**src/rtl/maze_pixel_gen.sv**
```systemverilog
// Tile-based maze renderer: maps VGA pixel coordinates to 16x16 maze tiles, overlays the player and
// a blinking exit, and delays the syncs so they stay aligned with the two-stage colour path.
module maze_pixel_gen #(
    parameter int TILE_SHIFT   = 4,
    parameter int BLINK_FRAMES = 30,
    parameter int ADDR_W       = 11
) (
    input  logic              clk,
    input  logic              rst,
    input  logic              i_pix_valid,
    input  logic [9:0]        i_col,
    input  logic [9:0]        i_row,
    input  logic              i_hsync,
    input  logic              i_vsync,
    input  logic [5:0]        i_player_tcol,
    input  logic [4:0]        i_player_trow,
    output logic [ADDR_W-1:0] o_rom_addr,
    input  logic [1:0]        i_rom_data,
    output logic [3:0]        o_red,
    output logic [3:0]        o_green,
    output logic [3:0]        o_blue,
    output logic              o_hsync,
    output logic              o_vsync
);

    localparam logic [1:0] CODE_WALL = 2'b01;
    localparam logic [1:0] CODE_EXIT = 2'b10;

    logic        vld_p1_q, hs_p1_q, vs_p1_q;
    logic [5:0]  tcol_p1_q;
    logic [4:0]  trow_p1_q;
    logic [11:0] rgb_p2_q, rgb_d;
    logic        hs_p2_q, vs_p2_q;

    logic        vs_last_q;
    logic [5:0]  plr_col_q;
    logic [4:0]  plr_row_q;
    logic        plr_vld_q;
    logic [7:0]  frame_cnt_q, frame_cnt_d;
    logic        blink_q, blink_d;
    logic        frame_evt, is_player;
    logic        unused_ok;

    function automatic logic [11:0] pick_rgb(input logic vld, input logic player,
                                             input logic [1:0] code, input logic blink);
        if (!vld)                   return 12'h000;
        else if (player)            return 12'hF00;
        else if (code == CODE_WALL) return 12'h44F;
        else if (code == CODE_EXIT) return blink ? 12'h0F0 : 12'h000;
        else                        return 12'hCCC;
    endfunction

    assign o_rom_addr = {i_row[TILE_SHIFT +: 5], i_col[TILE_SHIFT +: 6]};
    assign unused_ok  = ^{i_row[9], i_row[TILE_SHIFT-1:0], i_col[TILE_SHIFT-1:0]};

    // vs_last_q resets low so a vsync held low through reset release is not taken as an edge
    assign frame_evt = vs_last_q & ~i_vsync;
    // plr_vld_q keeps the overlay off until a frame event has latched a real position
    assign is_player = plr_vld_q && (tcol_p1_q == plr_col_q) && (trow_p1_q == plr_row_q);

    always_comb begin
        frame_cnt_d = frame_cnt_q;
        blink_d     = blink_q;
        if (frame_evt) begin
            if (frame_cnt_q == 8'(BLINK_FRAMES - 1)) begin
                frame_cnt_d = 8'd0;
                blink_d     = ~blink_q;
            end else begin
                frame_cnt_d = frame_cnt_q + 8'd1;
            end
        end
    end

    always_comb begin
        rgb_d = pick_rgb(vld_p1_q, is_player, i_rom_data, blink_q);
    end

    always_ff @(posedge clk or negedge rst) begin
        if (!rst) begin
            vld_p1_q    <= 1'b0;
            hs_p1_q     <= 1'b1;
            vs_p1_q     <= 1'b1;
            rgb_p2_q    <= 12'h000;
            hs_p2_q     <= 1'b1;
            vs_p2_q     <= 1'b1;
            vs_last_q   <= 1'b0;
            plr_col_q   <= 6'd0;
            plr_row_q   <= 5'd0;
            plr_vld_q   <= 1'b0;
            frame_cnt_q <= 8'd0;
            blink_q     <= 1'b0;
        end else begin
            // stage 1: capture pixel valid and syncs while the ROM is read
            vld_p1_q    <= i_pix_valid;
            hs_p1_q     <= i_hsync;
            vs_p1_q     <= i_vsync;
            // stage 2: colour decision lands on the output pins with the delayed syncs
            rgb_p2_q    <= rgb_d;
            hs_p2_q     <= hs_p1_q;
            vs_p2_q     <= vs_p1_q;
            vs_last_q   <= i_vsync;
            frame_cnt_q <= frame_cnt_d;
            blink_q     <= blink_d;
            if (frame_evt) begin
                plr_col_q <= i_player_tcol;
                plr_row_q <= i_player_trow;
                plr_vld_q <= 1'b1;
            end
        end
    end

    always_ff @(posedge clk) begin
        tcol_p1_q <= i_col[TILE_SHIFT +: 6];
        trow_p1_q <= i_row[TILE_SHIFT +: 5];
    end

    assign o_red   = rgb_p2_q[11:8];
    assign o_green = rgb_p2_q[7:4];
    assign o_blue  = rgb_p2_q[3:0];
    assign o_hsync = hs_p2_q;
    assign o_vsync = vs_p2_q;

endmodule

```
**config.mk**
```make
export PLATFORM = sky130hd
export DESIGN_NAME = maze_pixel_gen
export DESIGN_NICKNAME = d
export VERILOG_FILES = /design/src/rtl/maze_pixel_gen.sv
export SDC_FILE = /design/constraint.sdc
export NUM_CORES = 1
export LEC_CHECK = 0
export BUFFER_PORTS_ARGS = -buffer_cell sky130_fd_sc_hd__buf_2
export CELL_PAD_IN_SITES_DETAIL_PLACEMENT = 0
export CELL_PAD_IN_SITES_GLOBAL_PLACEMENT = 2
export CORE_ASPECT_RATIO = 1.75
export CORE_MARGIN = 3
export CORE_UTILIZATION = 30
export DETAILED_ROUTE_END_ITERATION = 10
export GPL_TIMING_DRIVEN = 0
export PLACE_DENSITY = 0.85
export SLEW_MARGIN = 0
export SYNTH_ARGS = -nofsm -noshare
export SYNTH_HDL_FRONTEND = slang
export SYNTH_SLANG_ARGS = --single-unit
```
**constraint.sdc**
```tcl
create_clock -name clk -period 1.9 [get_ports clk]
set_clock_uncertainty 0.1 [all_clocks]
set_input_delay 0.19 -clock clk [delete_from_list [all_inputs] [get_ports clk]]
set_output_delay 0.19 -clock clk [all_outputs]
set_load 0.03 [all_outputs]
```
After elaboration in Yosys (flattened, before gate mapping). Index checks and enable logic that the tools add are counted.

Register bits after elaboration: 50. Bits of input ports: 38. Output and inout port bits: 25. Word-level logic and storage cells: 32.

Add/subtract/negate cells: 1. Equality and inequality tests: 5. Multiplexer cells: 6. Bitwise logic cells: 3. Reduce and logical (&&, ||, !) cells: 3.

Operators with widths (count): $mux 12 (4); $mux 8 (2); $add 8x1->8 const B (1); $eq 8x5->1 const B (1); $eq 6x6->1 (1); $eq 5x5->1 (1); $eq 2x1->1 const B (1); $eq 2x2->1 const B (1); $logic_and 1x1->1 (2); $not 1->1 (2); $reduce_and 2->1 (1); $and 1x1->1 (1).

Depth between registers and ports, before layout. Gate-level depths: netlist of the first run.

Depth after elaboration: 5. Depth in mapped cells: 6. Gate-level depth less buffers: 5.

Least setup slack after synthesis of the first run. Ideal clock, no wire load.

Kind: register to register. Start point: reg frame_cnt_q[0]. End point: reg blink_q. Setup time: 0.123 ns. Data arrival time: 1.237 ns. Data required time: 1.677 ns. Slack: 0.439 ns. Stages on the path, launching flop included: 6. Path buffers: 1. Period minus slack after synthesis: 1.461 ns. Cells stage by stage: dfrtp_1 ha_1 and4b_1 and2_1 buf_4 xor2_2.

Word-level cells in the longest chain between the ends: 2.

RTL lines: start, declared (RTL line 39) `logic [7:0] frame_cnt_q, frame_cnt_d;`; start signal, assigned (RTL line 102) `frame_cnt_q <= frame_cnt_d;`; $eq 8x5->1 (RTL line 65) `if (frame_cnt_q == 8'(BLINK_FRAMES - 1)) begin`; $reduce_and 2->1 (no source line); end signal, assigned (RTL line 103) `blink_q <= blink_d;`; end, declared (RTL line 40) `logic blink_q, blink_d;`.

No other way between the ends. A chain may end at the register's enable or synchronous reset.

Final worst setup path of the first run.
Start point: in i_vsync. End point: reg plr_row_q[3].

Word-level cells in the longest chain between the ends: 2.

RTL lines: start, declared (RTL line 14) `input logic i_vsync,`; $not 1->1 (RTL line 57) `assign frame_evt = vs_last_q & ~i_vsync;`; $and 1x1->1 (RTL line 57); end signal, assigned (RTL line 106) `plr_row_q <= i_player_trow;`; end, declared (RTL line 37) `logic [4:0] plr_row_q;`.

No other way between the ends.

==> results of run 1 <==
[cell usage after synthesis (3+ instances only)]
cell type,count,share of area (%)
sky130_fd_sc_hd__xor2_1,4,1.9
sky130_fd_sc_hd__inv_1,5,1.0
sky130_fd_sc_hd__dfxtp_1,11,12
sky130_fd_sc_hd__ha_1,5,3.4
sky130_fd_sc_hd__nand4_1,6,2.0
sky130_fd_sc_hd__dfstp_2,4,5.7
sky130_fd_sc_hd__nor2_1,7,1.4
sky130_fd_sc_hd__clkbuf_1,3,0.61
sky130_fd_sc_hd__xnor2_1,13,6.1
sky130_fd_sc_hd__nor3_1,3,0.81
sky130_fd_sc_hd__buf_4,16,6.5
sky130_fd_sc_hd__dfrtp_1,31,42
sky130_fd_sc_hd__nand2_1,37,7.5
[logic make-up after synthesis]
group                    synth area share [%]
adder cells (fa/ha/maj)                 3.369
XOR/XNOR                                8.895
AND/OR/NAND/NOR                         16.71
buffers and inverters                   8.356
flip-flops                              59.30
AO/OA/AOI/OAI                           3.369
[power by group through the flow]
stage	clock, mW	combinational [mW]	sequential, mW
floorplan	0	0.222	1.19
global placement	0	0.341	1.18
detailed placement	0	0.347	1.18
CTS	0.678	0.389	1.16
global route	0.726	0.430	1.18
finish	0.658	0.379	1.16
[flip-flops by register name, summed over array words and instances, names as in the netlist]
name and cells:
o_hsync 1, rgb_p2_q 8, tcol_p1_q 6, vs_p1_q 1, blink_q 1, plr_row_q 5
hs_p1_q 1, plr_col_q 6, vld_p1_q 1, frame_cnt_q 8, o_vsync 1, trow_p1_q 5
plr_vld_q 1, vs_last_q 1
[worst min-delay path, cell delays in order]
cell	delay [ns]
sky130_fd_sc_hd__buf_2	0.08
sky130_fd_sc_hd__nand2_1	0.04
sky130_fd_sc_hd__nand2_1	0.05
[area by class of cell]
class	instances	area, um^2
Fill cell	606	3351
Sequential cell	46	1101
Multi-Input combinational cell	94	600.6
Timing Repair Buffer	78	515.5
Buffer	20	136.4
Tap cell	78	97.59
Clock buffer	7	96.34
Inverter	5	18.77
Clock inverter	1	8.758
[stage by stage]
step / setup WS (ns) / hold slack (ns) / instances
final: 0.2550 / 0.003473 / 329
after global routing: 0.1132 / 0.006862 / 329
after CTS: 0.2138 / 0.01092 / 329
after detailed placement: 0.2896 / 0.2005 / 296
after global placement: 0.2924 / 0.1997 / 296
after floorplan: 0.4392 / -0.2056 / 165
[per-layer routing]
layer	wire length (um)	vias up	part of all wire, %	global-route usage, %
met1	1275	619	37	11.59
met5	0	-	0	0
li1	-	674	-	-
met3	175	6	5.1	3.245
met2	1896	33	55	19.29
met4	83	0	2.4	5.341
[worst min path at each step]
stage / start / end / slack [ns] / cells past startpoint
floorplan: rst / blink_q / -0.21 / 0
global placement: i_pix_valid / vld_p1_q / 0.20 / 1
detailed placement: i_hsync / hs_p1_q / 0.20 / 1
CTS: i_player_trow[3] / plr_row_q[3] / 0.01 / 3
global route: i_player_trow[3] / plr_row_q[3] / 0.007 / 3
finish: i_player_trow[3] / plr_row_q[3] / 0.003 / 3
==> key figures, run 1 <==
Layout
  – Signed area change from the synthesized netlist to the final layout: 38.68%
  – Net total in the final layout: 293
  – Most common cell after layout, fill and taps aside: sky130_fd_sc_hd__buf_2
  – Fin util: 43.45%
  – Share of post-route cells with drive strength above 1: 35.06%
  – Diodes inserted: 0
  – Most used cells in the layout excluding fill and tap cells: 54 x sky130_fd_sc_hd__buf_2, 37 x sky130_fd_sc_hd__nand2_1, 31 x sky130_fd_sc_hd__dfrtp_1, 25 x sky130_fd_sc_hd__dlygate4sd3_1, 16 x sky130_fd_sc_hd__buf_4
  – Area of all placed cells without fillers: 2575 um^2

Critical path
  – Path type of the worst setup path: input pin to register
  – Stage delay of the slowest cell on the critical path: 0.53 ns
  – Category of the worst setup path capture point: register
  – Data required time at the worst endpoint: 2.04 ns
  – Worst setup endpoint: plr_row_q[3]
  – Reg2reg setup slack: 0.29 ns
  – Nature of the critical path startpoint: input pin
  – Worst reg2reg endpoint: rgb_p2_q[5]
  – Cells along the critical path: dlygate4sd3_1 -> buf_2 -> nand2b_1 -> clkbuf_1 -> clkbuf_1 -> nand2_1 -> nand2_1
  – Critical path launch point: i_vsync
  – Max stage delay cell, worst path: sky130_fd_sc_hd__dlygate4sd3_1
  – Worst R2R Path Depth: 4
  – Start of the worst register-to-register path: plr_row_q[4]
  – Crit path max fanout: 10
  – Number of buffers and inverters on the critical path: 4
  – Category of cells accounting for the largest share of critical-path delay: buffers and inverters
  – Data arrival time of the critical path: 1.78 ns
  – Critical Path Stages: 7

Power and ir drop
  – Switching share of power: 27.39%
  – Clock Power Share: 29.9%
  – Total internal power: 1.598 mW
  – IR Drop Worst-Case VDD: 0.5244 mV
  – Combinational share of power: 17.2%
  – Power per cell area: 854.6 nW/um^2
  – Power consumption: 2.201 mW
  – Net switching power: 0.6027 mW
  – Flop pwr share: 52.9%
  – Leak pwr: 1.295 nW

Outcome
  – Status: finished, final reports clean

Synth
  – Commonest register cell after synthesis: sky130_fd_sc_hd__dfrtp_1
  – Total of warnings raised by yosys: 0
  – Net count after synthesis: 208
  – Count of cell types in the netlist: 29
  – Post-synthesis cell count: 165
  – Sequential share of the synthesized area: 59.30%
  – Area of the mapped netlist: 1857 um^2
  – Synthesis-stage register bit count: 46
  – Count of flip-flops with a built-in enable after synthesis: 0
  – Async set-or-reset flop fraction in the synthesized netlist: 76.09%
  – Avg Synthesized Cell Area: 11.25 um^2

Timing
  – Final-report max-slew violation count: 0
  – RSZ-0062 raised after global routing: false
  – Number of hold violations in the final report: 0
  – Worst Tran Pin Value: 0.7689 ns
  – Portion of the clock cycle consumed by the worst path in the final layout: 86.58%
  – Period minus WS final: 1.645 ns
  – Sum Neg Setup Slack: 0 ns
  – # setup viols final: 0
  – Slew headroom: 48.74%
  – Fmax: 607.9 MHz

CTS
  – Maximum buffer depth of the clock tree: 2
  – # resized after CTS: 0
  – Total clock buffers created by CTS: 5
  – Number of buffers inserted by post-CTS setup repair: 0
  – TritonCTS clock tree: done
  – H-tree Lvls: 2
  – Clk sink count: 46
  – Clock insertion delay at the later pin of the skew report: 0.30 ns
  – Number of hold buffers added after CTS: 25
  – Root Buffer Master: sky130_fd_sc_hd__clkbuf_8
  – Clk slew on worst S/H paths: 0.08 ns

Global routing
  – Global-route wire length before repair: 5906 um
  – Remaining global-route overflow: 0
  – Total Routing Usage GR: 10.89%
  – Antenna violations before repair: 0
  – Pin count of the biggest net entering global routing: 36
  – Via count of the first global-routing pass: 1309

Routing
  – Residual DRC count: 0
  – Number of routed nets with antenna violations: 0
  – Ratio of routed vias to standard cells: 4.049
  – Total detailed-routing wirelength: 3431 um
  – Initial detailed-routing violation count: 21
  – First-pass detailed-route iteration total: 2
  – Vias post-DR: 1332
  – Avg WL per Cell: 10.43 um

Placed design
  – Placement Cell Area: 2220 um^2
  – Detailed Place HPWL: 2497 um
  – Routability-driven placement congestion ratio: 0.6985
  – IO buf count: 53

Hold path
  – Path class of the lowest-slack min-delay path: input pin to register

Die
  – Overall die height: 110.1 um
  – Count of boundary I/O pins: 63
  – Area of the die: 7207 um^2
  – Effective utilization at floorplan: 31.33%
  – Core Rows: 37
  – CORE AREA: 5926 um^2
  – Die Wd: 65.47 um

Job
  – Max-cap violations: 0
No activity file was read; power rests on OpenSTA's default activity.
==> inputs of run 2 (changes only) <==
--- a/config.mk
+++ b/config.mk
@@ -13,7 +13,7 @@
 export CORE_UTILIZATION = 30
 export DETAILED_ROUTE_END_ITERATION = 10
 export GPL_TIMING_DRIVEN = 0
-export PLACE_DENSITY = 0.85
+export PLACE_DENSITY_LB_ADDON = 0.1
 export SLEW_MARGIN = 0
 export SYNTH_ARGS = -nofsm -noshare
 export SYNTH_HDL_FRONTEND = slang
==> constraint.sdc (replaced) <==
create_clock -name clk -period 1.9 [get_ports clk]
set_clock_uncertainty 0.1 [all_clocks]
set_input_delay 0.19 -clock clk [delete_from_list [all_inputs] [get_ports clk]]
set_output_delay 0.19 -clock clk [all_outputs]
set_load 0.01 [all_outputs]
==> run 2 against run 1 <==
Sequential power is essentially flat. Largest power group unchanged. Non-clock buffer count unchanged. Highest routed layer unchanged. Core utilization barely moved. Largest cell class unchanged. Power increased by 0.52%. Via count is 0.45% higher. Cell area about the same. Sequential share of layout area about the same. Wire length increased by 4.5%.
==> key figures, run 2 (synthesis results as in run 1) <==
Routing
  – Initial detailed-routing violation count: 18 (was 21)
  – First-pass detailed-route iteration total: 2 (unchanged)
  – Number of routed nets with antenna violations: 0 (unchanged)
  – Avg WL per Cell: 10.90 um (was 10.43 um)
  – Residual DRC count: 0 (unchanged)
  – Vias post-DR: 1338 (was 1332)
  – Total detailed-routing wirelength: 3585 um (was 3431 um)
  – Ratio of routed vias to standard cells: 4.067 (was 4.049)

Hold path
  – Hold Path End: plr_col_q[1] (was plr_row_q[3])
  – Path class of the lowest-slack min-delay path: input pin to register (unchanged)
  – Hold path startpoint: i_player_tcol[1] (was i_player_trow[3])
  – Number of cells on the worst hold path: 3 (unchanged)

Die
  – Die Wd: 65.47 um (unchanged)
  – Area of the die: 7207 um^2 (unchanged)
  – CORE AREA: 5926 um^2 (unchanged)
  – Overall die height: 110.1 um (unchanged)
  – Count of boundary I/O pins: 63 (unchanged)
  – Core Rows: 37 (unchanged)
  – Effective utilization at floorplan: 31.33% (unchanged)

Critical path
  – Worst reg2reg endpoint: rgb_p2_q[7] (was rgb_p2_q[5])
  – Category of the worst setup path capture point: register (unchanged)
  – Cells along the critical path: dlygate4sd3_1 -> buf_2 -> nand2b_1 -> clkbuf_1 -> clkbuf_1 -> nand2_1 -> nand2_1 (unchanged)
  – Max stage delay cell, worst path: sky130_fd_sc_hd__dlygate4sd3_1 (unchanged)
  – Data arrival time of the critical path: 1.78 ns (about the same)
  – Category of cells accounting for the largest share of critical-path delay: buffers and inverters (unchanged)
  – Crit path max fanout: 10 (unchanged)
  – Reg2reg setup slack: 0.26 ns (was 0.29 ns)
  – Path type of the worst setup path: input pin to register (unchanged)
  – Start of the worst register-to-register path: plr_row_q[3] (was plr_row_q[4])
  – Worst R2R Path Depth: 4 (unchanged)
  – Number of buffers and inverters on the critical path: 4 (unchanged)
  – Stage delay of the slowest cell on the critical path: 0.53 ns (about the same)
  – Nature of the critical path startpoint: input pin (unchanged)
  – Data required time at the worst endpoint: 2.03 ns (was 2.04 ns)
  – Critical Path Stages: 7 (unchanged)

Global routing
  – Pin count of the biggest net entering global routing: 36 (unchanged)
  – Global-route wire length before repair: 5796 um (was 5906 um)
  – Antenna violations before repair: 0 (unchanged)
  – Via count of the first global-routing pass: 1296 (was 1309)
  – Total Routing Usage GR: 10.78% (was 10.89%)
  – Remaining global-route overflow: 0 (unchanged)

CTS
  – TritonCTS clock tree: done (unchanged)
  – Maximum buffer depth of the clock tree: 2 (unchanged)
  – H-tree Lvls: 2 (unchanged)
  – Root Buffer Master: sky130_fd_sc_hd__clkbuf_8 (unchanged)
  – Clk slew on worst S/H paths: 0.08 ns (about the same)
  – Number of hold buffers added after CTS: 25 (unchanged)
  – Clk sink count: 46 (unchanged)
  – Clock insertion delay at the later pin of the skew report: 0.30 ns (about the same)
  – # resized after CTS: 0 (unchanged)
  – Total clock buffers created by CTS: 5 (unchanged)
  – Number of buffers inserted by post-CTS setup repair: 0 (unchanged)

Job
  – Max-cap violations: 0 (unchanged)

Timing
  – Worst Tran Pin Value: 0.7942 ns (was 0.7689 ns)
  – Portion of the clock cycle consumed by the worst path in the final layout: 86.84% (was 86.58%)
  – Number of hold violations in the final report: 0 (unchanged)
  – Tightest hold margin: 0.01527 ns (was 0.003473 ns)
  – Slew headroom: 47.06% (was 48.74%)
  – Fmax: 606.1 MHz (was 607.9 MHz)
  – Period minus WS final: 1.650 ns (was 1.645 ns)
  – # setup viols final: 0 (unchanged)
  – Worst Slack Setup Final: 0.2501 ns (was 0.2550 ns)
  – Final-report max-slew violation count: 0 (unchanged)
  – Sum Neg Setup Slack: 0 ns (unchanged)
  – RSZ-0062 raised after global routing: false (unchanged)

Layout
  – Signed area change from the synthesized netlist to the final layout: 38.75% (was 38.68%)
  – Share of post-route cells with drive strength above 1: 34.26% (was 35.06%)
  – Net total in the final layout: 293 (unchanged)
  – Most common cell after layout, fill and taps aside: sky130_fd_sc_hd__buf_2 (unchanged)
  – Area of all placed cells without fillers: 2576 um^2 (was 2575 um^2)
  – Diodes inserted: 0 (unchanged)
  – Most used cells in the layout excluding fill and tap cells: 54 x sky130_fd_sc_hd__buf_2, 37 x sky130_fd_sc_hd__nand2_1, 31 x sky130_fd_sc_hd__dfrtp_1, 25 x sky130_fd_sc_hd__dlygate4sd3_1, 16 x sky130_fd_sc_hd__buf_4 (unchanged)
  – Non-filler instance count after layout: 329 (unchanged)
  – Top Registers: frame_cnt_q x8, rgb_p2_q x8 (unchanged)
  – Fin util: 43.48% (was 43.45%)

Placed design
  – Routability-driven placement congestion ratio: 0.7208 (was 0.6985)
  – Pre-CTS setup slack: 0.2595 ns (was 0.2896 ns)
  – Detailed Place HPWL: 2526 um (was 2497 um)
  – Placed Cells incl. Taps: 296 (unchanged)
  – IO buf count: 53 (unchanged)
  – Placement Cell Area: 2220 um^2 (unchanged)

Power and ir drop
  – Power consumption: 2.212 mW (was 2.201 mW)
  – IR Drop Worst-Case VDD: 0.3571 mV (was 0.5244 mV)
  – Power per cell area: 858.6 nW/um^2 (was 854.6 nW/um^2)
  – Leak pwr: 1.293 nW (was 1.295 nW)

Outcome
  – Status: finished, final reports clean (unchanged)
## run 2: cell count changes in the layout (fill, tap and decap cells not counted), sizes merged
cell,before,now
bufinv,0,1
clkinv,1,0
## run 2: final cells by class
class	count	area, um^2
flip-flops and latches	46	1101
fillers	614	3349
inverters	5	18.77
well taps	78	97.59
multi-input cells	94	600.6
repair buffers	78	515.5
clock inverters	1	30.03
clock buffers	7	76.32
plain buffers	20	136.4
## run 2: per-layer routing
| layer | part of all wire [%] | wire, um | track usage (%) | vias up |
|---|---|---|---|---|
| met5 | 0 | 0 | 0 | - |
| met4 | 2.4 | 85 | 5.786 | 0 |
| li1 | - | - | - | 675 |
| met1 | 37 | 1337 | 11.27 | 623 |
| met2 | 56 | 2003 | 19.36 | 32 |
| met3 | 4.5 | 160 | 2.840 | 8 |
## run 2: worst max path at each step
stage                     slack, ns           end            from
final                          0.25  plr_col_q[1]         i_vsync
after global routing           0.03  plr_col_q[1]         i_vsync
after CTS                      0.19  plr_col_q[1]         i_vsync
after detailed placement       0.26   rgb_p2_q[3]    plr_col_q[3]
after global placement         0.27   rgb_p2_q[5]    plr_col_q[3]
after floorplan                0.44       blink_q  frame_cnt_q[0]
## run 2: report_power, final
part           total [mW]  switching [mW]  internal, mW  leakage, nW
Sequential           1.16          0.0829          1.08        0.525
Combinational       0.342           0.159         0.183        0.715
Clock               0.706           0.312         0.394       0.0524
## run 2: worst min-delay path, cell delays in order
cell and delay (ns):
sky130_fd_sc_hd__buf_2 0.07, sky130_fd_sc_hd__nand2_1 0.05, sky130_fd_sc_hd__nand2_1 0.06
